### config.mk
export PLATFORM = sky130hd
export DESIGN_NAME = bcd
export DESIGN_NICKNAME = d
export VERILOG_FILES = /design/src/rtl/bcd.sv
export SDC_FILE = /design/constraint.sdc
export NUM_CORES = 1
export LEC_CHECK = 0
export BUFFER_PORTS_ARGS = -buffer_cell sky130_fd_sc_hd__clkbuf_2
export CELL_PAD_IN_SITES_DETAIL_PLACEMENT = 1
export CELL_PAD_IN_SITES_GLOBAL_PLACEMENT = 2
export CORE_MARGIN = 2
export CORE_UTILIZATION = 30
export DETAILED_ROUTE_END_ITERATION = 8
export GPL_ROUTABILITY_DRIVEN = 0
export PLACE_DENSITY = 0.82
export RECOVER_POWER = 25
export SYNTH_ARGS = -nofsm -noshare
export SYNTH_HDL_FRONTEND = slang
export SYNTH_SLANG_ARGS = --single-unit
### constraint.sdc
create_clock -name clk -period 0.8 [get_ports clk]
set_input_delay 0.16 -clock clk [delete_from_list [all_inputs] [get_ports clk]]
set_output_delay 0.16 -clock clk [all_outputs]
set_load 0.05 [all_outputs]
### src/rtl/bcd.sv
// Registered BCD-to-seven-segment decoder with optional hex glyphs and
// common-anode polarity; segments only change on a clock edge.
module bcd #(
    parameter int HEX_MODE   = 0,
    parameter int ACTIVE_LOW = 0
) (
    input  logic clk,
    input  logic rst_n,
    input  logic A,
    input  logic B,
    input  logic C,
    input  logic D,
    output logic a,
    output logic b,
    output logic c,
    output logic d,
    output logic e,
    output logic f,
    output logic g,
    output logic invalid
);

    localparam logic [6:0] BLANK = (ACTIVE_LOW != 0) ? 7'h7F : 7'h00;

    logic [3:0] code;
    logic [6:0] glyph;
    logic [6:0] seg_next;
    logic       inv_next;
    logic [6:0] seg_q;
    logic       inv_q;

    assign code = {A, B, C, D};

    // Bit order is a..g, MSB = a. Unknown codes fall to the default so X/Z
    // on an input propagates to the register instead of being masked.
    always_comb begin
        glyph = 7'bx;
        case (code)
            4'd0:  glyph = 7'b1111110;
            4'd1:  glyph = 7'b0110000;
            4'd2:  glyph = 7'b1101101;
            4'd3:  glyph = 7'b1111001;
            4'd4:  glyph = 7'b0110011;
            4'd5:  glyph = 7'b1011011;
            4'd6:  glyph = 7'b1011111;
            4'd7:  glyph = 7'b1110000;
            4'd8:  glyph = 7'b1111111;
            4'd9:  glyph = 7'b1111011;
            4'd10: glyph = 7'b1110111;
            4'd11: glyph = 7'b0011111;
            4'd12: glyph = 7'b1001110;
            4'd13: glyph = 7'b0111101;
            4'd14: glyph = 7'b1001111;
            4'd15: glyph = 7'b1000111;
            default: glyph = 7'bx;
        endcase
    end

    always_comb begin
        inv_next = (code > 4'd9);
        seg_next = glyph;
        if (HEX_MODE == 0 && code > 4'd9)
            seg_next = 7'b0000000;
        if (ACTIVE_LOW != 0)
            seg_next = ~seg_next;
    end

    // Register holds final pin polarity so reset blanking needs no output logic.
    always_ff @(posedge clk or negedge rst_n) begin
        if (!rst_n) begin
            seg_q <= BLANK;
            inv_q <= 1'b0;
        end else begin
            seg_q <= seg_next;
            inv_q <= inv_next;
        end
    end

    assign {a, b, c, d, e, f, g} = seg_q;
    assign invalid = inv_q;

endmodule

* Yosys cells after proc, flatten, opt, wreduce, memory -nomap -nowiden
Memories as Yosys holds them, arrays and structs flattened.
Index checks and enable logic that the tools add are counted.
** Storage, ports and cells
- Input bits :: 6
- Output and inout bits :: 8
- Logic and storage cells :: 5
- Register bits :: 8
- ROM bits :: 112
- Memories :: 1
- Bits in latches :: 0
- Memory bits (writable) :: 0
** Memory list
- (name not given) :: words 16, width 7, read ports 1, clocked after Yosys merged registers in 0, write ports 0, line 38 : case (code)
** Cells by class
- Divide/modulo/power cells :: 0
- Bitwise operators :: 0
- Muxes and demuxes :: 1
- Shift operators :: 0
- Reduce and logical (&&, ||, !) cells :: 0
- $lt $le $gt $ge :: 1
- $mul :: 0
- Equal/unequal tests :: 0
- Add/sub/neg operators :: 0
** Operators with widths (number)
- $mux W7 :: 1
- $gt A4 B4 Y1 const B :: 1

* Longest topological paths before layout
- Depth in word-level cells :: 2
- Gate-level depth with buffers :: 5
- Gate-level depth less buffers :: 5

* Worst setup path before layout
OpenSTA, ideal clock, no wires.
- Path kind :: in2reg
- Start point :: input C
- End point :: register seg_q[4]
- Data required time :: 0.679 ns
- Stages :: 5
- Path buffers :: 0
- Arrival time :: 0.846 ns
- Path slack :: -0.167 ns
- Setup time :: 0.121 ns
- Path through :: inv_1 ha_1 o21ba_2 nor2b_2 a21oi_1
** On the way
- Cells in the longest elaborated chain, start to end :: 2
- Elaborated cells on any way between the ends :: 3
- Classes of those cells :: order compare (1); mux (1); memory (1)
** Ends and longest elaborated chain
- start, declared :: line 11 : input logic C,
- $gt A4 B4 Y1
- named net inv_next :: line 28 : logic inv_next;
- $mux W7 :: line 62 : if (HEX_MODE == 0 && code > 4'd9)
- named net seg_next[4] :: line 27 : logic [6:0] seg_next;
- end signal, assigned :: line 74 : seg_q <= seg_next;
- end, declared :: line 29 : logic [6:0] seg_q;
The timed path passes the listed nets, and every way through them passes these cells.

* Worst setup path after layout
- Start point :: register seg_q[3]
- End point :: output d
** RTL lines
- end, declared :: line 16 : output logic d,
No word-level cell between the ends.

==> impl_metrics.yaml <==
worst_hold_path:
  worst_hold_path_type: "input port to flip-flop"
pwr:
  leakage_nw: 0.3949
  design_power_total_mw: 1.243
  peakVddDrop_v: 0.0004741
  power.density_cell_area_nw_per_um2: 1536
floorplan:
  die_height_um: 42.64
  initial_utilization_pct: 33.18
  row_count: 13
  die_footprint_um2: 1818
  die_width_um: 42.64
  ioPinCount: 14
  fp.coreArea_um2: 1350
yosys:
  yosysWarningCount: 0
  yosys-top-cells-area: "sky130_fd_sc_hd__dfrtp_1, sky130_fd_sc_hd__ha_1, sky130_fd_sc_hd__a21oi_1"
  flops_latches_synth: 8
  netlist.top_cell.by_area: "sky130_fd_sc_hd__dfrtp_1"
  synthDominantCellAreaShare_pct: 44.69
  ys_seq_area_share_pct: 44.69
  synthesis.instances: 41
  ys_async_sr_fraction_pct: 100.0
  syn_avg_cell_area_um2: 10.93
  dominantRegCellSynth: "sky130_fd_sc_hd__dfrtp_1"
  syn-num-nets: 53
  synth_edf_count: 0
  mappedNetlistArea_um2: 447.9
  synth_cell_type_count: 18
place:
  place_hpwl_um: 851.3
  io_buffers: 13
setup_path:
  worstSetupEndpointType: "output port"
  crit_arrival_ps: 790
  critical_path_peak_fanout: 1
  cp_slowest_cell: "sky130_fd_sc_hd__dfrtp_1"
  path_delay_family: "flip-flops"
  worst_ep_required_time_ps: 640
  start_kind: "flip-flop"
  cp.buffers_inverters: 1
  critical_path.cell_chain: "buf_8"
  setup.worst_path.class: "flip-flop to output port"
  slowest_delay_ps: 390
clock_network:
  clk_root_buffer_cell: "sky130_fd_sc_hd__clkbuf_4"
  tritoncts: "yes"
  cts.sink_count: 8
  cts_made_buffers: 3
  cts_buffer_depth: 2
  clk_transition_reported_paths_ps: 50
  ctsHtreeMaxLevel: 1
timing:
  totalNegativeSetupSlack_ps: -1141
  setup_violations: 8
  worst_slew_pin_slew_ps: 407.7
  post_route_minimum_period_ps: 953.0
  report.final.slew_viol_count: 0
  rsz0062_at_grt: "true"
  report.final.hold_viol_count: 0
  fmax_ghz: 1.049
  timing.final.ws_setup_ps: -153.0
  slew_headroom_pct: 72.82
  finalHoldWorstSlack_ps: 246.9
  finalCritPeriodShare_pct: 119.1
layout:
  final_nets: 83
  drive_gt1_share_pct: 56.52
  antennaDiodeCount: 0
  syn_to_final_growth_pct: 80.73
  utilization_pct: 59.96
  fill_cells: 140
grt:
  grt_start_max_net_pins: 9
  antenna_violations_before_repair: 0
  track_usage_pct: 14.56
  grt_first_pass_wirelength_um: 1918
  grt.overflow.total: 0
  number_of_global_route_vias_before_repair: 422
status:
  run_status: "finished, violations left"
  violated_checks: "setup timing"
routing:
  detailedRoute.firstIterationViolations: 0
  wl_per_cell_um: 13.15
  aggregate_routed_wire_length_um: 1105
  count_of_vias_placed_by_the_detailed_router: 398
  router_iterations_before_antenna_repair: 1
  drcViolationCount: 0
  route.detailed.vias_per_inst: 4.738
  drt.antenna.violating_nets: 0
run:
  max_capacitance_violation_count: 0
## path summary, 6_finish.rpt
kind | cells after the start | slack, ps | endpoint | startpoint
min in group asynchronous | 2 | 350 | seg_q[4] | rst_n
hold / removal | 2 | 250 | seg_q[2] | B
max in group asynchronous | 2 | 160 | seg_q[3] | rst_n
setup / recovery | 1 | -150 | d | seg_q[3]
## cell usage after synthesis, types with 2 or more instances
| library cell | number |
|---|---|
| sky130_fd_sc_hd__dfrtp_1 | 8 |
| sky130_fd_sc_hd__ha_1 | 6 |
| sky130_fd_sc_hd__a21oi_1 | 4 |
| sky130_fd_sc_hd__inv_1 | 4 |
| sky130_fd_sc_hd__nand2_1 | 3 |
| sky130_fd_sc_hd__o22ai_1 | 3 |
| sky130_fd_sc_hd__o22a_1 | 2 |
## cells by family (layout without fill, tap and decap cells)
logic type	count (synthesis)	after routing	share of synthesized area [%]
buf+inv	6	34	6.981
simple gates	6	6	6.704
fa+ha+maj	6	6	16.76
flops	8	8	44.69
mux	1	1	3.351
compound gates	14	14	21.51
## layout by cell type, fill, tap and decap left out
cell / synthesis / final
sky130_fd_sc_hd__inv_4: 0 / 1
sky130_fd_sc_hd__ha_4: 0 / 2
sky130_fd_sc_hd__buf_8: 0 / 8
sky130_fd_sc_hd__buf_12: 0 / 1
sky130_fd_sc_hd__clkbuf_2: 0 / 2
sky130_fd_sc_hd__clkbuf_1: 0 / 1
sky130_fd_sc_hd__o21ai_2: 1 / 2
sky130_fd_sc_hd__o22ai_2: 0 / 2
sky130_fd_sc_hd__clkbuf_4: 0 / 3
sky130_fd_sc_hd__ha_1: 6 / 4
sky130_fd_sc_hd__dfrtp_1: 8 / 8
sky130_fd_sc_hd__mux2_4: 1 / 1
sky130_fd_sc_hd__o22ai_1: 3 / 1
sky130_fd_sc_hd__nand2b_1: 1 / 1
sky130_fd_sc_hd__o32ai_1: 1 / 1
sky130_fd_sc_hd__inv_1: 4 / 2
sky130_fd_sc_hd__nor2b_4: 0 / 1
sky130_fd_sc_hd__a21o_1: 1 / 1
sky130_fd_sc_hd__nor2_1: 1 / 1
sky130_fd_sc_hd__buf_4: 0 / 12
sky130_fd_sc_hd__clkbuf_8: 0 / 2
sky130_fd_sc_hd__o22a_1: 2 / 2
sky130_fd_sc_hd__nand2_1: 3 / 3
sky130_fd_sc_hd__inv_2: 0 / 1
sky130_fd_sc_hd__o21ba_4: 0 / 1
sky130_fd_sc_hd__a21oi_1: 4 / 4
sky130_fd_sc_hd__dlygate4sd3_1: 0 / 1
## final cells by class
class | instances | area [um^2] | area share (%)
tap | 15 | 18.77 | 2.318
inverter | 4 | 17.52 | 2.164
multi-input combinational | 27 | 269.0 | 33.23
clock buffer | 3 | 22.52 | 2.782
sequential | 8 | 200.2 | 24.73
timing repair buffer | 27 | 281.5 | 34.78
## power breakdown
| group | switching [mW] | internal (mW) |
|---|---|---|
| clock | 0.122 | 0.171 |
| sequential | 0.0248 | 0.441 |
| combinational | 0.252 | 0.232 |
## flip-flops by register name (all words and copies together), names as in the netlist
name     cells
invalid      1
seg_q        7
## per-layer routing
metal	track usage [%]	share of wire, %	vias to the layer above
li1	-	-	200
met1	15.22	39	184
met2	25.76	56	12
met3	4.310	4.8	2
met4	7.500	0.72	0
met5	0	0	-
## metrics by stage
step	worst slack, ps	cell area [um^2]	cells
2_1_floorplan	-111.1	452.9	41
3_3_place_gp	-291.9	630.6	80
3_5_place_dp	-339.6	630.6	80
4_1_cts	-166.5	783.3	84
5_1_grt	-196.2	809.5	84
6_report	-153.0	809.5	84
## repair_timing
| item | in CTS | in global routing |
|---|---|---|
| pin swaps | 2 | 0 |
| buffers inserted | 0 | 0 |
| resized for setup | 26 | 11 |
| setup endpoints to repair | 15 | 11 |
| hold buffers | 1 | 0 |
| endpoints found under the hold margin | 8 | 0 |
(Power assumes the default switching activity.)
